### src/rtl/fetch_pkg.sv
// Shared constants and types for the instruction fetch front end.
package fetch_pkg;
  localparam int unsigned XLEN = 32;
  localparam logic [XLEN-1:0] NOP_INSTR = 32'h0000_0013;
  localparam logic [XLEN-1:0] PC_INC = 32'd4;

  typedef struct packed {
    logic [XLEN-1:0] pc;
    logic [XLEN-1:0] instr;
  } fetch_entry_t;
endpackage

### src/rtl/fetch_if.sv
// Instruction-memory, redirect/stall and IF-stage signals of the fetch unit.
interface fetch_if;
  import fetch_pkg::*;

  logic            imem_req_valid;
  logic            imem_req_ready;
  logic [XLEN-1:0] imem_req_addr;
  logic            imem_rsp_valid;
  logic [XLEN-1:0] imem_rsp_data;
  logic            redirect_valid;
  logic [XLEN-1:0] redirect_pc;
  logic            stall;
  logic            instr_valid;
  logic [XLEN-1:0] pc_out;
  logic [XLEN-1:0] instr_out;

  modport master (
    output imem_req_valid, imem_req_addr, instr_valid, pc_out, instr_out,
    input  imem_req_ready, imem_rsp_valid, imem_rsp_data,
    input  redirect_valid, redirect_pc, stall
  );

  modport slave (
    input  imem_req_valid, imem_req_addr, instr_valid, pc_out, instr_out,
    output imem_req_ready, imem_rsp_valid, imem_rsp_data,
    output redirect_valid, redirect_pc, stall
  );
endinterface

### src/rtl/fetch_fifo.sv
// Small synchronous FIFO with synchronous flush and occupancy count.
module fetch_fifo #(
  parameter int unsigned DEPTH = 2,
  parameter int unsigned WIDTH = 32
) (
  input  logic                         clk,
  input  logic                         rst,
  input  logic                         flush_i,
  input  logic                         push_i,
  input  logic [WIDTH-1:0]             data_i,
  input  logic                         pop_i,
  output logic [WIDTH-1:0]             data_o,
  output logic [$clog2(DEPTH+1)-1:0]   count_o
);
  localparam int unsigned PW = (DEPTH > 1) ? $clog2(DEPTH) : 1;
  localparam int unsigned CW = $clog2(DEPTH+1);

  logic [WIDTH-1:0] mem_q [DEPTH];
  logic [PW-1:0]    rd_q, wr_q;
  logic [CW-1:0]    cnt_q;

  function automatic logic [PW-1:0] bump(input logic [PW-1:0] p);
    if (p == PW'(DEPTH-1)) return '0;
    return p + PW'(1);
  endfunction

  always_ff @(posedge clk or posedge rst) begin
    if (rst) begin
      rd_q  <= '0;
      wr_q  <= '0;
      cnt_q <= '0;
    end else if (flush_i) begin
      rd_q  <= '0;
      wr_q  <= '0;
      cnt_q <= '0;
    end else begin
      if (push_i) wr_q <= bump(wr_q);
      if (pop_i)  rd_q <= bump(rd_q);
      cnt_q <= cnt_q + CW'(push_i) - CW'(pop_i);
    end
  end

  always_ff @(posedge clk) begin
    if (push_i && !flush_i) mem_q[wr_q] <= data_i;
  end

  assign data_o  = mem_q[rd_q];
  assign count_o = cnt_q;
endmodule

### src/rtl/fetch_unit.sv
// Fetch front end: PC generation, credit-limited imem requests, response
// buffering and redirect handling with stale-response dropping.
module fetch_unit
  import fetch_pkg::*;
#(
  parameter logic [XLEN-1:0] RESET_PC = 32'h0000_0000,
  parameter int unsigned     DEPTH    = 2
) (
  input logic      clk,
  input logic      rst,
  fetch_if.master  bus
);
  localparam int unsigned CW = $clog2(DEPTH+1);

  logic [CW-1:0]   inflight, fifo_cnt, drop_q, drop_d;
  logic [CW:0]     credit_used;
  logic [XLEN-1:0] next_pc_q, next_pc_d, pc_hold_q, shadow_pc;
  logic            req_fire, rsp_fire, redirect, push, pop, valid;
  fetch_entry_t    head, rsp_entry;

  assign credit_used        = {1'b0, inflight} + {1'b0, fifo_cnt};
  assign bus.imem_req_valid = !rst && (credit_used < (CW+1)'(DEPTH));
  assign bus.imem_req_addr  = next_pc_q;

  assign req_fire = bus.imem_req_valid && bus.imem_req_ready;
  assign rsp_fire = bus.imem_rsp_valid;
  assign redirect = bus.redirect_valid;
  assign valid    = (fifo_cnt != '0);
  assign pop      = valid && !bus.stall && !redirect;
  assign push     = rsp_fire && (drop_q == '0) && !redirect;

  // Never flushed: stale responses still retire their own shadow entries,
  // so its count is exactly the number of outstanding requests.
  fetch_fifo #(.DEPTH(DEPTH), .WIDTH(XLEN)) u_shadow (
    .clk(clk), .rst(rst), .flush_i(1'b0),
    .push_i(req_fire), .data_i(next_pc_q),
    .pop_i(rsp_fire), .data_o(shadow_pc), .count_o(inflight)
  );

  assign rsp_entry = '{pc: shadow_pc, instr: bus.imem_rsp_data};

  fetch_fifo #(.DEPTH(DEPTH), .WIDTH($bits(fetch_entry_t))) u_entries (
    .clk(clk), .rst(rst), .flush_i(redirect),
    .push_i(push), .data_i(rsp_entry),
    .pop_i(pop), .data_o(head), .count_o(fifo_cnt)
  );

  always_comb begin
    next_pc_d = next_pc_q;
    drop_d    = drop_q;
    if (redirect) begin
      next_pc_d = {bus.redirect_pc[XLEN-1:2], 2'b00};
      drop_d    = inflight + CW'(req_fire) - CW'(rsp_fire);
    end else begin
      if (req_fire) next_pc_d = next_pc_q + PC_INC;
      if (rsp_fire && (drop_q != '0)) drop_d = drop_q - CW'(1);
    end
  end

  always_ff @(posedge clk or posedge rst) begin
    if (rst) begin
      next_pc_q <= RESET_PC;
      drop_q    <= '0;
      pc_hold_q <= '0;
    end else begin
      next_pc_q <= next_pc_d;
      drop_q    <= drop_d;
      if (valid) pc_hold_q <= head.pc;
    end
  end

  assign bus.instr_valid = valid;
  assign bus.pc_out      = valid ? head.pc : pc_hold_q;
  assign bus.instr_out   = valid ? head.instr : NOP_INSTR;
endmodule

### src/flat_wrapper.sv
// flat-port wrapper written by rule: the top's interface ports become plain ports
module fetch_unit_flat import fetch_pkg::*;
#(
  parameter logic [XLEN-1:0] RESET_PC = 32'h0000_0000,
  parameter int unsigned     DEPTH    = 2
)
  (clk, rst, bus_imem_req_valid, bus_imem_req_addr, bus_instr_valid, bus_pc_out, bus_instr_out, bus_imem_req_ready, bus_imem_rsp_valid, bus_imem_rsp_data, bus_redirect_valid, bus_redirect_pc, bus_stall);
  fetch_if bus_i ();
  input logic clk;
  input logic rst;
  output wire logic [$bits(bus_i.imem_req_valid)-1:0] bus_imem_req_valid;
  output wire logic [$bits(bus_i.imem_req_addr)-1:0] bus_imem_req_addr;
  output wire logic [$bits(bus_i.instr_valid)-1:0] bus_instr_valid;
  output wire logic [$bits(bus_i.pc_out)-1:0] bus_pc_out;
  output wire logic [$bits(bus_i.instr_out)-1:0] bus_instr_out;
  input wire logic [$bits(bus_i.imem_req_ready)-1:0] bus_imem_req_ready;
  input wire logic [$bits(bus_i.imem_rsp_valid)-1:0] bus_imem_rsp_valid;
  input wire logic [$bits(bus_i.imem_rsp_data)-1:0] bus_imem_rsp_data;
  input wire logic [$bits(bus_i.redirect_valid)-1:0] bus_redirect_valid;
  input wire logic [$bits(bus_i.redirect_pc)-1:0] bus_redirect_pc;
  input wire logic [$bits(bus_i.stall)-1:0] bus_stall;
  assign bus_imem_req_valid = bus_i.imem_req_valid;
  assign bus_imem_req_addr = bus_i.imem_req_addr;
  assign bus_instr_valid = bus_i.instr_valid;
  assign bus_pc_out = bus_i.pc_out;
  assign bus_instr_out = bus_i.instr_out;
  assign bus_i.imem_req_ready = bus_imem_req_ready;
  assign bus_i.imem_rsp_valid = bus_imem_rsp_valid;
  assign bus_i.imem_rsp_data = bus_imem_rsp_data;
  assign bus_i.redirect_valid = bus_redirect_valid;
  assign bus_i.redirect_pc = bus_redirect_pc;
  assign bus_i.stall = bus_stall;
  fetch_unit #(.RESET_PC(RESET_PC), .DEPTH(DEPTH)) u_core (.clk(clk), .rst(rst), .bus(bus_i));
endmodule
### config.mk
export PLATFORM = sky130hd
export DESIGN_NAME = fetch_unit_flat
export DESIGN_NICKNAME = d
export VERILOG_FILES = /design/src/rtl/fetch_pkg.sv /design/src/rtl/fetch_if.sv /design/src/rtl/fetch_fifo.sv /design/src/rtl/fetch_unit.sv /design/src/flat_wrapper.sv
export SDC_FILE = /design/constraint.sdc
export NUM_CORES = 1
export LEC_CHECK = 0
export CAP_MARGIN = 20
export CORE_UTILIZATION = 53
export DETAILED_ROUTE_END_ITERATION = 8
export PLACE_DENSITY = 0.92
export SYNTH_ARGS = -nofsm -noshare
export SYNTH_HDL_FRONTEND = slang
export SYNTH_SLANG_ARGS = --single-unit
export TNS_END_PERCENT = 50
### constraint.sdc
create_clock -name clk -period 4.4 [get_ports clk]
set_input_delay 0.44 -clock clk [delete_from_list [all_inputs] [get_ports clk]]
set_output_delay 0.44 -clock clk [all_outputs]
set_load 0.1 [all_outputs]
# == Word level (Yosys, flattened, before mapping) ==
# Memory sizes are Yosys's and may differ from the RTL's.
# Cells that the tools add are included.
# classes
shift,0
mul,0
mux,33
bitwise_logic,0
magnitude_cmp,1
n_addsub,11
div,0
n_eq_ne,0
n_reduce_logical,18
# ops
cell,count
$mux 32,4
$add 32x3->32 const B,1
$mux 1,26
$reduce_bool 2->1,6
$logic_and 1x1->1,8
$mux 2,3
$add 1x1->1 const B,4
$add 2x1->2,2
$sub 2x1->2,2
$add 2x2->3,1
$logic_not 1->1,3
$lt 3x2->1 const B,1
$logic_not 2->1,1
$sub 2x1->2 const B,1
# word_totals
latch_bits,0
rom_bits,0
elab_cells,74
mem_count,2
register_bits,74
ram_bits,192
output_inout_bits,98
# mem_list
memory,words,width,rd,rd_clocked_by_memory_dff,wr,line_no,rtl
u_core.u_entries.mem_q,2,64,1,0,1,fetch_fifo.sv:18,logic [WIDTH-1:0] mem_q [DEPTH];
u_core.u_shadow.mem_q,2,32,1,0,1,fetch_fifo.sv:18,

# == Longest topological paths before layout ==
# Gate-level depths: netlist of the first run.
# logic_depth
depth_word,8
depth_mapped,10

# == Modules after synthesis ==
# Synthesis of the first run repeated with hierarchy kept, for this count alone.
# unflattened
hier_cells,669
area_unflattened_um2,11085.6
# by_module_without_submodules
module,area_each_um2,cells_per_inst,seq_area_each_um2,instances
fetch_fifo (u_core.u_entries),5034.8,217,3943.8,1
fetch_unit,3378.2,334,1601.5,1
fetch_fifo (u_core.u_shadow),2672.6,118,2021.9,1

# == Worst setup path before layout of the first run ==
# No wires, ideal clock.
# synth_path
kind,input to register
from,input port bus_redirect_valid
to,"memory u_core.u_entries.mem_q[0][0] (netlist bit), enable pin"
required_ns,3.918
setup_ns,0.482
path_stages,4
setup_slack_ns,0.440
arrival_ns,3.478
n_path_buf,1
cell_sequence,clkbuf_1 > inv_1 > nand3_1 > nor2_1
# synth_between
elab_chain_len,5
# synth_lines
item,line_no,rtl
start: declaration,flat_wrapper.sv:19,input wire logic [$bits(bus_i.redirect_valid)-1:0] bus_redirect_valid;
$logic_not 1->1 *,"fetch_fifo.sv:44, fetch_unit.sv:30",
$logic_and 1x1->1,fetch_unit.sv:30,assign push = rsp_fire && (drop_q == '0) && !redirect;
$logic_and 1x1->1 *,fetch_fifo.sv:44,if (push_i && !flush_i) mem_q[wr_q] <= data_i;
$mux 1 *,fetch_fifo.sv:44,
$mux 1 (not written as such) *,fetch_fifo.sv:44,
end: declaration,fetch_fifo.sv:18,
# Every way passes the cells marked *; elsewhere a longest branch is shown, timed or not.

# == Worst setup path in the final report of the first run ==
# layout_path
from,register u_core.u_entries.rd_q
to,output port bus_pc_out[21]
# layout_between
elab_chain_len,2
# layout_lines
item,line_no,rtl
start: declaration,fetch_fifo.sv:19,"logic [PW-1:0] rd_q, wr_q;"
start signal: assignment,fetch_fifo.sv:38,if (pop_i) rd_q <= bump(rd_q);
$mem_v2 2x64,--,
$mux 32,--,
end: declaration,flat_wrapper.sv:14,output wire logic [$bits(bus_i.pc_out)-1:0] bus_pc_out;
# No other way between the ends.

==> flow_metrics.py, run 1 <==
metrics = {
    "cells_and_area": {
        "final_nets": 920,
        "drive_gt1_frac": 0.145,
        "register_area_um2": 7330,
        "layout.filler_cells": 1148,
        "layout-area-overhead-vs-synth_pct": 27.9,
        "multi_input_comb_area_um2": 2530,
        "n_antenna_cell": 0,
    },
    "grt": {
        "first_global_vias": 6013,
        "grt_use_total": 0.210,
        "grt_overflow": 0,
        "grt_antenna_before_repair": 0,
        "grt_first_pass_wirelength_um": 31900,
        "grt_start_max_net_pins": 65,
    },
    "timing": {
        "clock.fmax_mhz": 268,
        "rsz0062_at_grt": "false",
        "period_minus_slack_ns": 3.73,
        "fin_hold_ws_ns": 0.303,
        "hold_viol_final": 0,
        "slew_headroom": 0.305,
        "totalNegativeSetupSlack_ns": 0,
        "report.final.slew_viol_count": 0,
        "skew_ns": 0.0229,
        "measured_slew_at_the_worst_slew_check_pin_ns": 1.04,
        "fin_crit_sh": 0.847,
        "setup_slack_ns": 0.673,
        "setup-violations-final": 0,
    },
    "clock_tree": {
        "postCtsResizedCells": 0,
        "worst_skew_pair.late_latency_ns": 0.53,
        "clock_tree.buffer_depth": 3,
        "cts_hold_repair.buffers": 0,
        "post_cts_buffers": 0,
        "cts.sink_count": 256,
        "numCtsBuffers": 27,
        "cts_root_buf": "sky130_fd_sc_hd__clkbuf_16",
        "worst_path_clk_slew_ns": 0.06,
        "cts-htree-levels": 1,
        "clock_tree_from_tritoncts": "built",
    },
    "floorplan": {
        "effective_utilization_at_floorplan": 0.550,
        "die_width_um": 139,
        "top_level_ports": 168,
        "dieArea_um2": 19400,
        "placement_rows": 49,
        "fp.dieH_um": 139,
        "floorplan.core_area_um2": 18200,
    },
    "drt": {
        "detail_route.iter0.violations": 370,
        "vias": 5910,
        "drt-wirelength-per-cell_um": 18.4,
        "post-route-drc-count": 0,
        "total_wirelength_of_the_detailed_routed_design_um": 20100,
        "detail_route.vias_per_cell": 5.41,
        "drtAntennaViolNets": 0,
        "drt_pass1_iterations": 5,
    },
    "power": {
        "power_density_nw_per_um2": 744,
        "total_power_mw": 9.53,
        "worst_ir_drop_vdd_mv": 0.390,
        "static-leakage-power_nw": 4.61,
    },
    "placement": {
        "globalplace.congestion": 0.795,
        "dp.final_hpwl_um": 12700,
        "dp_worst_setup_slack_ns": 1.18,
        "buffer_ports.inserted": 163,
    },
    "critical_path": {
        "cp_max_fo": 53,
        "crit_arrival_ns": 3.29,
        "worst_setup_path_start_kind": "flip-flop",
        "setup.worst_path.end_class": "output port",
        "worstPathRequired_ns": 3.96,
        "path_class": "flip-flop to output port",
    },
    "synth": {
        "yosys.area.top_type_share": 0.552,
        "synth_area_leader_cell": "sky130_fd_sc_hd__edfxtp_1",
        "synthCells": 670,
        "post_synth_main_area_contributors": "sky130_fd_sc_hd__edfxtp_1 55%, sky130_fd_sc_hd__dfrtp_1 18%, sky130_fd_sc_hd__mux2i_1 6.3%",
        "syn_avg_cell_area_um2": 14.9,
        "synth.ff_latch_count": 256,
        "synth-edff-count": 184,
        "postSynth.topFlopCell": "sky130_fd_sc_hd__edfxtp_1",
        "synthTopCellsByCount": "184 x sky130_fd_sc_hd__edfxtp_1, 72 x sky130_fd_sc_hd__dfrtp_1, 72 x sky130_fd_sc_hd__nand2_1",
        "yosysWarningCount": 0,
        "synth_cell_type_count": 37,
        "postSynth.asyncResetShare": 0.281,
        "synth_sequential_area_ratio": 0.732,
        "synth_area_um2": 10000,
        "library_cell_with_the_highest_instance_count_after_synthesis": "sky130_fd_sc_hd__edfxtp_1",
    },
    "flow_run": {
        "max_cap_violations": 0,
    },
    "worst_hold_path": {
        "min_path_type": "input pin to flip-flop",
    },
    "status": {
        "outcome": "finished clean",
    },
}
==> critical path, stage by stage (launching register included) <==
cell,delay (ns)
sky130_fd_sc_hd__dfrtp_4,1.04
sky130_fd_sc_hd__mux2i_1,0.17
sky130_fd_sc_hd__o21ai_0,0.32
sky130_fd_sc_hd__clkdlybuf4s50_1,1.21
==> worst paths after layout <==
check                                                 startpoint                                        to  slack, ns  depth (start not counted)
setup / recovery               u_core.u_entries.rd_q$_DFFE_PP0P_                            bus_pc_out[21]       0.67                          3
hold / removal                                bus_redirect_valid  u_core.bus.imem_req_addr[27]$_DFFE_PP0P_       0.30                          3
setup reg to reg           u_core.u_entries.count_o[0]$_DFF_PP0_  u_core.bus.imem_req_addr[17]$_DFFE_PP0P_       1.21                          8
hold reg to reg                    u_core.pc_hold_q[1]$_DFF_PP0_             u_core.pc_hold_q[1]$_DFF_PP0_       0.48                          1
max in group asynchronous                                    rst            u_core.pc_hold_q[25]$_DFF_PP0_       3.08                          3
min in group asynchronous                                    rst  u_core.bus.imem_req_addr[16]$_DFFE_PP0P_       0.53                          2
==> cells in the final DEF, fill, tap and decap left out, drive strengths merged, types with 2 or more instances in the layout <==
master,netlist,routed
edfxtp,184,184
clkdlybuf4s50,0,142
nand2,72,72
dfrtp,72,72
mux2i,63,63
o21ai,60,60
nor2,40,40
buf,10,34
mux2,32,32
clkbuf,23,31
xor2,18,18
xnor2,17,17
inv,14,17
nand4,12,12
nand3,10,10
clkinv,0,9
and3,7,7
and2,6,6
ha,6,6
nor3,5,5
nor4,5,5
bufinv,0,4
clkinvlp,0,3
a21oi,2,2
or3,2,2
conb,1,2
==> state kept, by name, summed over array words and instances (netlist names) <==
name and count:
u_core.u_entries.mem_q 124, u_core.u_shadow.mem_q 60, u_core.pc_hold_q 32, u_core.bus.imem_req_addr 30, u_core.drop_q 2, u_core.u_entries.count_o 2, u_core.u_shadow.count_o 2, u_core.u_entries.rd_q 1
u_core.u_entries.wr_q 1, u_core.u_shadow.rd_q 1, u_core.u_shadow.wr_q 1
==> where the power goes <==
group / leakage, nW / internal (mW) / total, mW / switching [mW]
registers: 2.56 / 3.05 / 3.27 / 0.220
logic: 1.60 / 0.899 / 3.93 / 3.03
clock network: 0.453 / 1.40 / 2.33 / 0.925
total: 4.61 / 5.35 / 9.53 / 4.17
==> kinds of logic (layout without fill, tap and decap cells) <==
| group | Yosys count | in the layout | share of synthesized area |
|---|---|---|---|
| adder cells (fa/ha/maj) | 7 | 7 | 0.00950 |
| buffers and inverters | 47 | 240 | 0.0189 |
| flip-flops | 256 | 256 | 0.732 |
| AO/OA/AOI/OAI | 64 | 64 | 0.0324 |
| other | 1 | 2 | 0.000375 |
| multiplexers | 95 | 95 | 0.0990 |
| AND/OR/NAND/NOR | 165 | 165 | 0.0774 |
| XOR/XNOR | 35 | 35 | 0.0306 |
==> area by class of cell <==
type                       instances  area share
sequential                       256       0.572
multi-input combinational        368       0.198
timing repair buffer             176       0.131
clock buffer                      31      0.0555
tap                              229      0.0224
clock inverter                    19      0.0172
inverter                          14     0.00430
==> layer usage <==
layer  up-vias  wire length, µm  global-route usage
li1       2768                -                   -
met1      2885             8780               0.288
met2       219             9620               0.346
met3        38             1210              0.0313
met4         0              462              0.0678
met5         -                0                   0
==> stage by stage <==
step	instances	cell area, µm²	util
global placement	1043	11900	0.652
floorplan	671	10000	-
detailed placement	1043	11900	0.652
finish	1093	12800	0.703
global route	1093	12800	0.703
CTS	1093	12800	0.703
Power figures use the tool's default switching activity.
==> run 2: changes to the inputs <==
- CORE_UTILIZATION: 53 -> 48
- PLACE_DENSITY: 0.92 -> 0.88
- clock period: 4.4 -> 3.2 ns (I/O delays scaled with it)
==> run 2 against run 1 <==
  * Global-route usage is 1.8 points lower
  * Critical endpoint is now u_core.bus.imem_req_addr[29]$_DFFE_PP0P_
  * Critical path depth up 5
  * Non-clock buffer count stayed put
  * Core utilization is 8.2 points lower
  * Register-to-register slack worse by 0.77 ns
  * Largest cell class unchanged
==> flow_metrics.py, run 2 (synthesized netlist as in run 1, its figures left out) <==
metrics = {
    "placement": {
        "dp_worst_setup_slack_ns": 0.449,
        "globalplace.congestion": 0.805,
        "dp.final_hpwl_um": 12900,
        "dp_cells": 1083,
        "buffer_ports.inserted": 163,
    },
    "clock_tree": {
        "post_cts_buffers": 0,
        "cts_root_buf": "sky130_fd_sc_hd__clkbuf_16",
        "clock_tree.buffer_depth": 3,
        "worst_skew_pair.late_latency_ns": 0.52,
        "cts_hold_repair.buffers": 0,
        "cts.sink_count": 256,
        "numCtsBuffers": 25,
        "postCtsResizedCells": 0,
        "clock_tree_from_tritoncts": "built",
        "cts-htree-levels": 1,
        "worst_path_clk_slew_ns": 0.06,
    },
    "cells_and_area": {
        "layout.cells.most_common": "sky130_fd_sc_hd__edfxtp_1",
        "register_area_um2": 7330,
        "layout.filler_cells": 1467,
        "n_antenna_cell": 0,
        "largest_regs": "u_core.u_entries.mem_q (124), u_core.u_shadow.mem_q (60), u_core.pc_hold_q (32)",
        "fin_cells": 1130,
        "max_flop_register": "u_core.u_entries.mem_q",
        "drive_gt1_frac": 0.210,
        "multi_input_comb_area_um2": 2530,
        "layout-area-overhead-vs-synth_pct": 26.5,
        "final_cell_mix": "184 x sky130_fd_sc_hd__edfxtp_1, 90 x sky130_fd_sc_hd__buf_4, 80 x sky130_fd_sc_hd__clkdlybuf4s50_1",
        "largest_reg_flops": 124,
        "final_nets": 918,
    },
    "floorplan": {
        "effective_utilization_at_floorplan": 0.492,
        "placement_rows": 52,
        "dieArea_um2": 21400,
        "top_level_ports": 168,
        "floorplan.core_area_um2": 20400,
        "die_width_um": 146,
        "fp.dieH_um": 146,
    },
    "timing": {
        "fin_crit_sh": 0.863,
        "measured_slew_at_the_worst_slew_check_pin_ns": 0.991,
        "setup_slack_ns": 0.440,
        "clock.fmax_mhz": 362,
        "period_minus_slack_ns": 2.76,
        "skew_ns": 0.0148,
        "report.final.slew_viol_count": 0,
        "hold_viol_final": 0,
        "slew_headroom": 0.337,
        "setup-violations-final": 0,
        "totalNegativeSetupSlack_ns": 0,
        "rsz0062_at_grt": "false",
    },
    "drt": {
        "drtAntennaViolNets": 0,
        "drt-wirelength-per-cell_um": 17.8,
        "vias": 5851,
        "total_wirelength_of_the_detailed_routed_design_um": 20100,
        "drt_pass1_iterations": 4,
        "post-route-drc-count": 0,
        "detail_route.vias_per_cell": 5.18,
        "detail_route.iter0.violations": 309,
    },
    "worst_hold_path": {
        "min_path_type": "input pin to flip-flop",
    },
    "grt": {
        "met1_resource_use_gr": 0.259,
        "grt_antenna_before_repair": 0,
        "grt_use_total": 0.192,
        "grt_start_max_net_pins": 95,
        "first_global_vias": 6040,
        "global_route.usage.met3": 0.0263,
        "grt_first_pass_wirelength_um": 32300,
        "gr-usage-met2": 0.319,
        "grt_most_used_layer": "met2",
        "grt_overflow": 0,
    },
    "critical_path": {
        "cp_max_fo": 6,
        "worstPathRequired_ns": 3.66,
        "crit_arrival_ns": 3.22,
        "worst-r2r-setup-slack_ns": 0.44,
        "worst_path_largest_cell_delay_ns": 0.51,
        "worst_path_dominant_cell_family": "simple AND/OR/NAND/NOR gates",
        "cp_num_buf_inv": 1,
        "cp_slowest_cell": "sky130_fd_sc_hd__fa_1",
        "path_class": "flip-flop to flip-flop",
        "setup.worst_path.end_class": "flip-flop",
        "crit_chain": "and2_1 -> fa_1 -> nor4b_4 -> inv_4 -> nor4_4 -> nand3_2 -> or4_1 -> nand3_1",
        "worst_setup_path_start_kind": "flip-flop",
    },
    "power": {
        "static-leakage-power_nw": 4.68,
        "power_density_nw_per_um2": 1000,
        "worst_ir_drop_vdd_mv": 0.498,
    },
    "flow_run": {
        "max_cap_violations": 0,
    },
    "status": {
        "outcome": "finished clean",
    },
}
run 2: changes by cell type in the layout (fill, tap and decap cells not counted), moves of 3 or more:
| cell | change |
|---|---|
| sky130_fd_sc_hd__clkdlybuf4s50_1 | -62 |
| sky130_fd_sc_hd__buf_4 | +57 |
| sky130_fd_sc_hd__clkbuf_8 | +5 |
| sky130_fd_sc_hd__buf_12 | +4 |
| sky130_fd_sc_hd__bufinv_16 | -3 |
run 2: area by class of cell:
type                    count  share of cell area
flip-flops and latches    256               0.579
clock buffers              35              0.0579
multi-input cells         368               0.200
inverters                  14             0.00435
well taps                 270              0.0267
repair buffers            176               0.125
clock inverters            11             0.00692
run 2: report_power, final:
part	leakage, nW	internal [mW]	switching [mW]
Sequential	2.56	4.19	0.276
Clock	0.408	1.68	1.21
Combinational	1.72	1.17	4.17
Total	4.68	7.04	5.66
run 2: per-stage QoR:
step / util / hold slack, ns / total power, mW / instance area (µm²)
floorplan: - / 0.407 / 8.68 / 10000
global placement: 0.580 / 0.467 / 9.76 / 11800
detailed placement: 0.580 / 0.468 / 9.89 / 11800
CTS: 0.620 / 0.227 / 12.8 / 12600
global route: 0.622 / 0.250 / 13.2 / 12700
finish: 0.622 / 0.242 / 12.7 / 12700
run 2: path summary, 6_finish.rpt:
| kind | start | to | cells past startpoint |
|---|---|---|---|
| max | u_core.u_entries.count_o[0]$_DFF_PP0_ | u_core.bus.imem_req_addr[29]$_DFFE_PP0P_ | 8 |
| min | bus_redirect_valid | u_core.bus.imem_req_addr[27]$_DFFE_PP0P_ | 3 |
| max reg2reg | u_core.u_entries.count_o[0]$_DFF_PP0_ | u_core.bus.imem_req_addr[29]$_DFFE_PP0P_ | 8 |
| min reg2reg | u_core.pc_hold_q[0]$_DFF_PP0_ | u_core.pc_hold_q[0]$_DFF_PP0_ | 1 |
| max in group asynchronous | rst | u_core.u_entries.rd_q$_DFFE_PP0P_ | 3 |
| min in group asynchronous | rst | u_core.bus.imem_req_addr[16]$_DFFE_PP0P_ | 2 |
run 2: tightest hold or removal path, stage by stage:
cell and delay (ns):
sky130_fd_sc_hd__buf_2 0.14, sky130_fd_sc_hd__inv_1 0.16, sky130_fd_sc_hd__a31oi_1 0.11
run 2: per-layer routing:
metal	vias to the layer above	wire length [µm]
li1	2769	-
met1	2866	8760
met2	179	9960
met3	37	876
met4	0	544
met5	-	0
